<file path="src/rtl/mux_pkg.sv">
// rtl/mux_pkg.sv - shared grant-mode constants for the stream multiplexer
package mux_pkg;

    typedef logic arb_mode_t;

    localparam arb_mode_t ARB_FIXED = 1'b0;
    localparam arb_mode_t ARB_RR    = 1'b1;

endpackage

</file>
<file path="src/rtl/rr_arbiter.sv">
// rtl/rr_arbiter.sv - combinational round-robin pick, scanning from ptr+1 modulo N
module rr_arbiter #(
    parameter int N     = 4,
    parameter int SEL_W = $clog2(N)
) (
    input  logic [N-1:0]     req,
    input  logic [SEL_W-1:0] ptr,
    output logic [SEL_W-1:0] grant_idx,
    output logic             grant_vld
);

    // Walk offsets from farthest to nearest so the channel right after ptr wins.
    always_comb begin
        int j;
        j         = 0;
        grant_idx = '0;
        grant_vld = 1'b0;
        for (int k = N; k >= 1; k--) begin
            j = int'(ptr) + k;
            if (j >= N) begin
                j = j - N;
            end
            if (req[j]) begin
                grant_idx = SEL_W'(j);
                grant_vld = 1'b1;
            end
        end
    end

endmodule

</file>
<file path="src/rtl/stream_mux_arb.sv">
// rtl/stream_mux_arb.sv - N-channel stream mux with fixed or round-robin grant
// and a 2-entry registered output buffer.
module stream_mux_arb
    import mux_pkg::*;
#(
    parameter int        WIDTH    = 32,
    parameter int        N        = 4,
    parameter int        SEL_W    = $clog2(N),
    parameter arb_mode_t ARB_MODE = ARB_FIXED
) (
    input  logic             clk,
    input  logic             rst,
    input  logic [N-1:0]     in_valid,
    output logic [N-1:0]     in_ready,
    input  logic [WIDTH-1:0] in_data [N],
    input  logic [SEL_W-1:0] sel,
    output logic             out_valid,
    input  logic             out_ready,
    output logic [WIDTH-1:0] out_data,
    output logic [SEL_W-1:0] out_src
);

    localparam int EW = WIDTH + SEL_W;

    logic [EW-1:0]    mem_q [2];
    logic             rd_ptr_q;
    logic             wr_ptr_q;
    logic [1:0]       count_q;
    logic [1:0]       count_d;
    logic             space;
    logic             push;
    logic             pop;
    logic [SEL_W-1:0] grant_idx;
    logic             grant_vld;

    if (ARB_MODE == ARB_RR) begin : g_rr
        logic [SEL_W-1:0] rr_ptr_q;

        rr_arbiter #(.N(N), .SEL_W(SEL_W)) u_arb (
            .req       (in_valid),
            .ptr       (rr_ptr_q),
            .grant_idx (grant_idx),
            .grant_vld (grant_vld)
        );

        // Reset to N-1 so the first scan starts at channel 0.
        always_ff @(posedge clk) begin
            if (rst) begin
                rr_ptr_q <= SEL_W'(N - 1);
            end else if (push) begin
                rr_ptr_q <= grant_idx;
            end
        end
    end else begin : g_fixed
        assign grant_idx = sel;
        assign grant_vld = ({1'b0, sel} < (SEL_W + 1)'(N));
    end

    assign space = ~count_q[1];

    always_comb begin
        in_ready = '0;
        for (int i = 0; i < N; i++) begin
            in_ready[i] = space && grant_vld && (grant_idx == SEL_W'(i));
        end
    end

    assign push      = |(in_valid & in_ready);
    assign out_valid = (count_q != 2'd0);
    assign pop       = out_valid && out_ready;
    assign out_data  = mem_q[rd_ptr_q][EW-1:SEL_W];
    assign out_src   = mem_q[rd_ptr_q][SEL_W-1:0];

    always_comb begin
        count_d = count_q;
        case ({push, pop})
            2'b10:   count_d = count_q + 2'd1;
            2'b01:   count_d = count_q - 2'd1;
            default: count_d = count_q;
        endcase
    end

    always_ff @(posedge clk) begin
        if (rst) begin
            mem_q[0] <= '0;
            mem_q[1] <= '0;
            rd_ptr_q <= 1'b0;
            wr_ptr_q <= 1'b0;
            count_q  <= 2'd0;
        end else begin
            if (push) begin
                mem_q[wr_ptr_q] <= {in_data[grant_idx], grant_idx};
                wr_ptr_q        <= ~wr_ptr_q;
            end
            if (pop) begin
                rd_ptr_q <= ~rd_ptr_q;
            end
            count_q <= count_d;
        end
    end

endmodule

</file>
<file path="config.mk">
export PLATFORM = sky130hd
export DESIGN_NAME = stream_mux_arb
export DESIGN_NICKNAME = d
export VERILOG_FILES = /design/src/rtl/mux_pkg.sv /design/src/rtl/rr_arbiter.sv /design/src/rtl/stream_mux_arb.sv
export SDC_FILE = /design/constraint.sdc
export NUM_CORES = 1
export LEC_CHECK = 0
export CORE_MARGIN = 4
export CORE_UTILIZATION = 45
export CTS_CLUSTER_DIAMETER = 100
export DETAILED_ROUTE_END_ITERATION = 7
export PLACE_DENSITY = 0.89
export SLEW_MARGIN = 20
export SYNTH_ARGS = -nofsm -noshare
export SYNTH_HDL_FRONTEND = slang
export SYNTH_SLANG_ARGS = --single-unit
</file>
<file path="constraint.sdc">
create_clock -name clk -period 4.8 [get_ports clk]
set_input_delay 0.48 -clock clk [delete_from_list [all_inputs] [get_ports clk]]
set_output_delay 0.48 -clock clk [all_outputs]
set_load 0.05 [all_outputs]
</file>
==> results of run 1 <==
[metrics by stage]
stage               total power, mW  cell area [µm²]  hold WS (ns)  std cells
floorplan                      1.78             4550         0.481        329
global placement               2.17             6310         0.497        610
detailed placement             2.19             6310         0.503        610
CTS                            2.72             6540         0.524        626
global route                   2.82             6540         0.567        626
finish                         2.71             6540         0.518        626
[registers in the layout (all words and copies together) (netlist names), named ones only]
signal,cells
count_q,2
mem_q,68
rd_ptr_q,1
wr_ptr_q,1
[per-layer routing]
metal,share of wire,vias to the layer above,track usage
li1,-,1560,-
met1,0.39,1515,0.211
met2,0.51,125,0.323
met3,0.091,7,0.0531
met4,0.0074,0,0.0541
met5,0,-,0
[cell usage after synthesis (3+ instances only)]
cell,number
clkbuf_1,3
mux2i_1,65
nor3_2,56
nor2_1,6
buf_4,10
mux2_2,68
buf_1,5
edfxtp_1,68
nor3_1,9
dfxtp_1,5
buf_2,6
buf_6,6
[worst max path at each step]
stage                              end  cells past startpoint  slack, ns    from
after global routing      mem_q[1][17]                      5       1.74  sel[0]
after global placement    mem_q[0][16]                      5       1.60  sel[0]
after floorplan            mem_q[0][0]                      4       1.66  sel[1]
final                     mem_q[1][12]                      5       1.89  sel[0]
after detailed placement  mem_q[1][14]                      5       1.52  sel[0]
after CTS                 mem_q[1][15]                      5       1.88  sel[0]
[worst max-delay path: stages]
cell and delay (ns):
buf_2 0.70, mux2_2 0.35, a22oi_4 0.09, buf_4 0.32, o21bai_4 0.89
[final cells by class]
class                      instances  share of cell area
inverter                           1            0.000574
clock inverter                     5              0.0119
multi-input combinational        225               0.341
timing repair buffer             178               0.270
sequential                        73               0.328
clock buffer                      11              0.0231
tap                              133              0.0254
[power groups by stage]
stage	clock (mW)	combinational, mW	sequential [mW]
after floorplan	0	0.913	0.866
after global placement	0	1.25	0.916
after detailed placement	0	1.27	0.923
after CTS	0.542	1.27	0.911
after global routing	0.573	1.33	0.923
final	0.537	1.26	0.908
[placed cells by master (no fill, tap or decap), types with 2 or more instances in the layout]
master and instances:
xnor2_1 2, mux2i_1 65, nor3_2 56, nor2_1 6
and2_1 2, clkdlybuf4s50_1 173, clkinv_2 2, nor3_1 9
or2_2 2, clkbuf_8 11, mux2_2 68, o21bai_4 2
dfxtp_1 4, bufinv_16 2, nor3b_1 2, edfxtp_1 68
nor2b_1 2, buf_4 4
[logic make-up (layout without fill, tap and decap cells)]
group	after synthesis	after routing	synth area share
fa+ha+maj	1	1	0.00275
compound gates	6	6	0.0118
buf+inv	31	195	0.0453
simple gates	82	82	0.153
xor+xnor	3	3	0.00577
flops	73	73	0.470
mux	133	133	0.311
==> metrics.csv, run 1 <==
metric,value,unit
clock.fmax,344,MHz
drtIter0Drc,133,
gr-usage-all-layers,0.182,
cts_post_setup_buffers_inserted,0,
vdd_drop_max,0.261,mV
critPathCaptureType,register,
power.leakage,2.39,nW
routed_via_density,5.12,
fp.dieH,109,µm
cts_root_buf,clkbuf_8,
ios,176,
ys_seq_area_frac,0.470,
synth_edf_count,68,
maxCapViolations,0,
whs_path_depth,2,
cts_max_level,3,
rsz0062_at_grt,no,
p_sw_frac,0.388,
worst_r2r_endpoint,mem_q[1][12],
grt-ovfl-total,0,
synth_area_leaders,"edfxtp_1, mux2_2, mux2i_1, nor3_2, dfxtp_1",
antenna_left,0,
grt_pass1_wl,16400,µm
cts_tree,yes,
r2r_setup_slack,2.32,ns
pwr-share-clk,0.199,
clk_pin_slew,0.08,ns
fin_util,0.666,
hpwl,7690,µm
synth_ff_type,edfxtp_1,
grt_start_max_net_pins,41,
register_area,2140,µm²
finalWorstSetupSlack,1.89,ns
synth_nets,467,
core,9820,µm²
hold_buffers,0,
yosys_warnings,0,
ctsResizeCount,0,
wirelength,10800,µm
p_seq_frac,0.336,
die_w,109,µm
cp.required,4.75,ns
pwr-share-comb,0.466,
drive_gt1_frac,0.308,
num_rows,36,
initial_core_util,0.464,
yosys_register_bits,73,
ys_types,28,
finalCriticalPeriod,2.91,ns
arrival,2.86,ns
cts_sinks,73,
hp-class,register to register,
dpl_worst_slack,1.52,ns
wl_per_cell,17.2,µm
synthesis.area_per_instance,13.8,µm²
r2r_cells,4,
tightest_slew,1.08,ns
reg2reg_from,count_q[1],
hp-start,rd_ptr_q,
die_area,11800,µm²
netlist_area,4550,µm²
netlist_instances,329,
clk_latency,0.34,ns
yosysTopAreaCellShare,0.448,
p_sw,1.05,mW
antenna-diode-count,0,
power-per-cell-area,414,nW/µm²
finalHoldViolations,0,
route.vias.total,3207,
finalWeightedCongestion,0.736,
drv_slew,0,
nets,626,
synth_top_area_cell,edfxtp_1,
grt_pass1_vias,3427,
io_buffer_count,175,
relSlewSlack,0.278,
fin_tns_setup,0,ns
multiInputGateArea,2230,µm²
critPathMaxFanout,40,
ys_async_sr_fraction,0,
first_pass_iters,4,
antenna_found_initial,0,
startpoint_type,primary input,
cts_buffers,9,
fin_skew,0.0136,ns
setup_viol,0,
area_growth,43.6,%
status,finished clean,
path_class,primary input to register,
internal_power,1.65,mW
cts_max_path_buffers,2,
post-route-period-util,0.606,
drc,0,
fillers,768,
Note: power is estimated with default switching activity, not from simulation.
==> inputs of run 2 (changes only) <==
clock period = 2.69 ns   (was 4.8 ns; I/O delays follow)
==> metrics.csv, run 2 (synthesis results as in run 1) <==
metric,value,unit,change
status,finished clean,,unchanged
cts_post_setup_buffers_inserted,0,,unchanged
drv_slew,0,,unchanged
power-per-cell-area,745,nW/µm²,was 414 nW/µm²
cts_tree,yes,,unchanged
cts_buffers,9,,unchanged
reg_top3,"mem_q (68), count_q (2)",,unchanged
grt_pass1_wl,17300,µm,was 16400 µm
crit_cells,3,,was 5
routed_via_density,5.15,,was 5.12
fin_skew,0.00675,ns,was 0.0136 ns
hpwl,8370,µm,was 7690 µm
clk_latency,0.33,ns,was 0.34 ns
die_w,109,µm,unchanged
dp_cells,617,,was 610
startpoint_type,register,,was primary input
final_cells,633,,was 626
nets,633,,was 626
rsz0062_at_grt,no,,unchanged
antenna_left,0,,unchanged
reg2reg_from,count_q[1],,unchanged
critical_path.cell_chain,buf_12 > mux2_2 > clkdlybuf4s50_1,,was buf_2 > mux2_2 > a22oi_4 > buf_4 > o21bai_4
largest_reg_flops,68,,unchanged
fp.dieH,109,µm,unchanged
setup_viol,0,,unchanged
gr-usage-all-layers,0.189,,was 0.182
cp.required,2.42,ns,was 4.75 ns
die_area,11800,µm²,unchanged
power.leakage,2.43,nW,was 2.39 nW
clock.fmax,404,MHz,
cts_max_path_buffers,2,,unchanged
r2r_cells,3,,was 4
crit_family,buffers and inverters,,unchanged
worst_r2r_endpoint,mem_q[0][13],,was mem_q[1][12]
arrival,2.21,ns,was 2.86 ns
ios,176,,unchanged
grt_pass1_vias,3569,,was 3427
tightest_slew,1.06,ns,was 1.08 ns
cts_sinks,73,,unchanged
drive_gt1_frac,0.314,,was 0.308
maxCapViolations,0,,unchanged
antenna-diode-count,0,,unchanged
vdd_drop_max,0.583,mV,was 0.261 mV
power.total,4.93,mW,was 2.71 mW
path_buf_inv,2,,unchanged
drtIter0Drc,110,,was 133
cp_slowest_cell,clkdlybuf4s50_1,,was o21bai_4
crit_path_max_incr_delay,0.72,ns,was 0.89 ns
r2r_setup_slack,0.55,ns,was 2.32 ns
drc,0,,unchanged
hold_buffers,0,,unchanged
final_common_cell,clkdlybuf4s50_1,,unchanged
wirelength,11100,µm,was 10800 µm
route.vias.total,3259,,was 3207
finalCriticalPeriod,2.48,ns,
hp-class,register to register,,unchanged
finalWeightedCongestion,0.735,,was 0.736
critPathMaxFanout,22,,was 40
relSlewSlack,0.289,,was 0.278
wl_per_cell,17.6,µm,was 17.2 µm
finalHoldViolations,0,,unchanged
largest-register,mem_q,,unchanged
grt-ovfl-total,0,,unchanged
first_pass_iters,4,,unchanged
area_growth,45.4,%,was 43.6%
finalWorstSetupSlack,0.213,ns,was 1.89 ns
layout_common_cells,"clkdlybuf4s50_1, mux2_2, edfxtp_1, mux2i_1, nor3_2",,unchanged
grt_start_max_net_pins,36,,was 41
cts_max_level,3,,unchanged
num_rows,36,,unchanged
cts_root_buf,clkbuf_8,,unchanged
core,9820,µm²,unchanged
critPathCaptureType,output pin,,was register
path_class,register to output pin,,was primary input to register
fin_util,0.674,,was 0.666
post-route-period-util,0.921,,
ctsResizeCount,0,,unchanged
dpl_worst_slack,0.378,ns,was 1.52 ns
io_buffer_count,175,,unchanged
initial_core_util,0.464,,unchanged
clk_pin_slew,0.08,ns,about the same
endpoint,out_data[2],,was mem_q[1][12]
antenna_found_initial,0,,unchanged
[run 2: cell types whose count changed in the layout (fill, tap and decap cells not counted), sizes merged]
cell / delta
clkinvlp: -1
clkdlybuf4s50: -1
bufinv: +1
buf: +8
clkbuf: -1
clkinv: +1
[run 2: stage by stage]
step | hold WS, ns | setup TNS, ns | area, µm²
final | 0.572 | 0 | 6620
after global routing | 0.606 | 0 | 6620
after CTS | 0.563 | 0 | 6620
after detailed placement | 0.552 | 0 | 6390
after global placement | 0.497 | 0 | 6390
after floorplan | 0.338 | -19.84 | 4550
[run 2: report_power, final]
group | leakage, nW | total, mW | switching, mW | internal, mW
Combinational | 1.56 | 2.35 | 1.40 | 0.944
Sequential | 0.762 | 1.58 | 0.103 | 1.48
Clock | 0.116 | 1.01 | 0.394 | 0.612
Total | 2.43 | 4.93 | 1.90 | 3.03
[run 2: worst min-delay path by stage]
| stage | slack [ns] | from | endpoint | cells past startpoint |
|---|---|---|---|---|
| 6_report | 0.57 | count_q[1] | count_q[1] | 2 |
| 5_1_grt | 0.61 | sel[1] | mem_q[1][1] | 4 |
| 4_1_cts | 0.56 | rd_ptr_q | register | 2 |
| 3_5_place_dp | 0.55 | rd_ptr_q | rd_ptr_q | 2 |
| 3_3_place_gp | 0.50 | rd_ptr_q | rd_ptr_q | 2 |
| 2_1_floorplan | 0.34 | rst | count_q[1] | 1 |
[run 2: layer usage]
metal | global-route usage | up-vias | part of all wire
li1 | - | 1574 | -
met1 | 0.203 | 1560 | 0.36
met2 | 0.358 | 118 | 0.54
met3 | 0.0537 | 7 | 0.089
met4 | 0.0514 | 0 | 0.0065
met5 | 0 | - | 0
[run 2: cell type report]
class | instances | area (µm²)
fill | 759 | 3200
multi-input combinational | 225 | 2230
sequential | 73 | 2140
timing repair buffer | 185 | 1840
tap | 133 | 166
clock buffer | 10 | 128
clock inverter | 6 | 106
inverter | 1 | 3.75
[run 2: worst register-to-register path: stages, from the launching register on]
cell and delay (ns):
dfxtp_1 0.37, nor2b_1 0.33, a22oi_4 0.19, o21bai_4 0.85
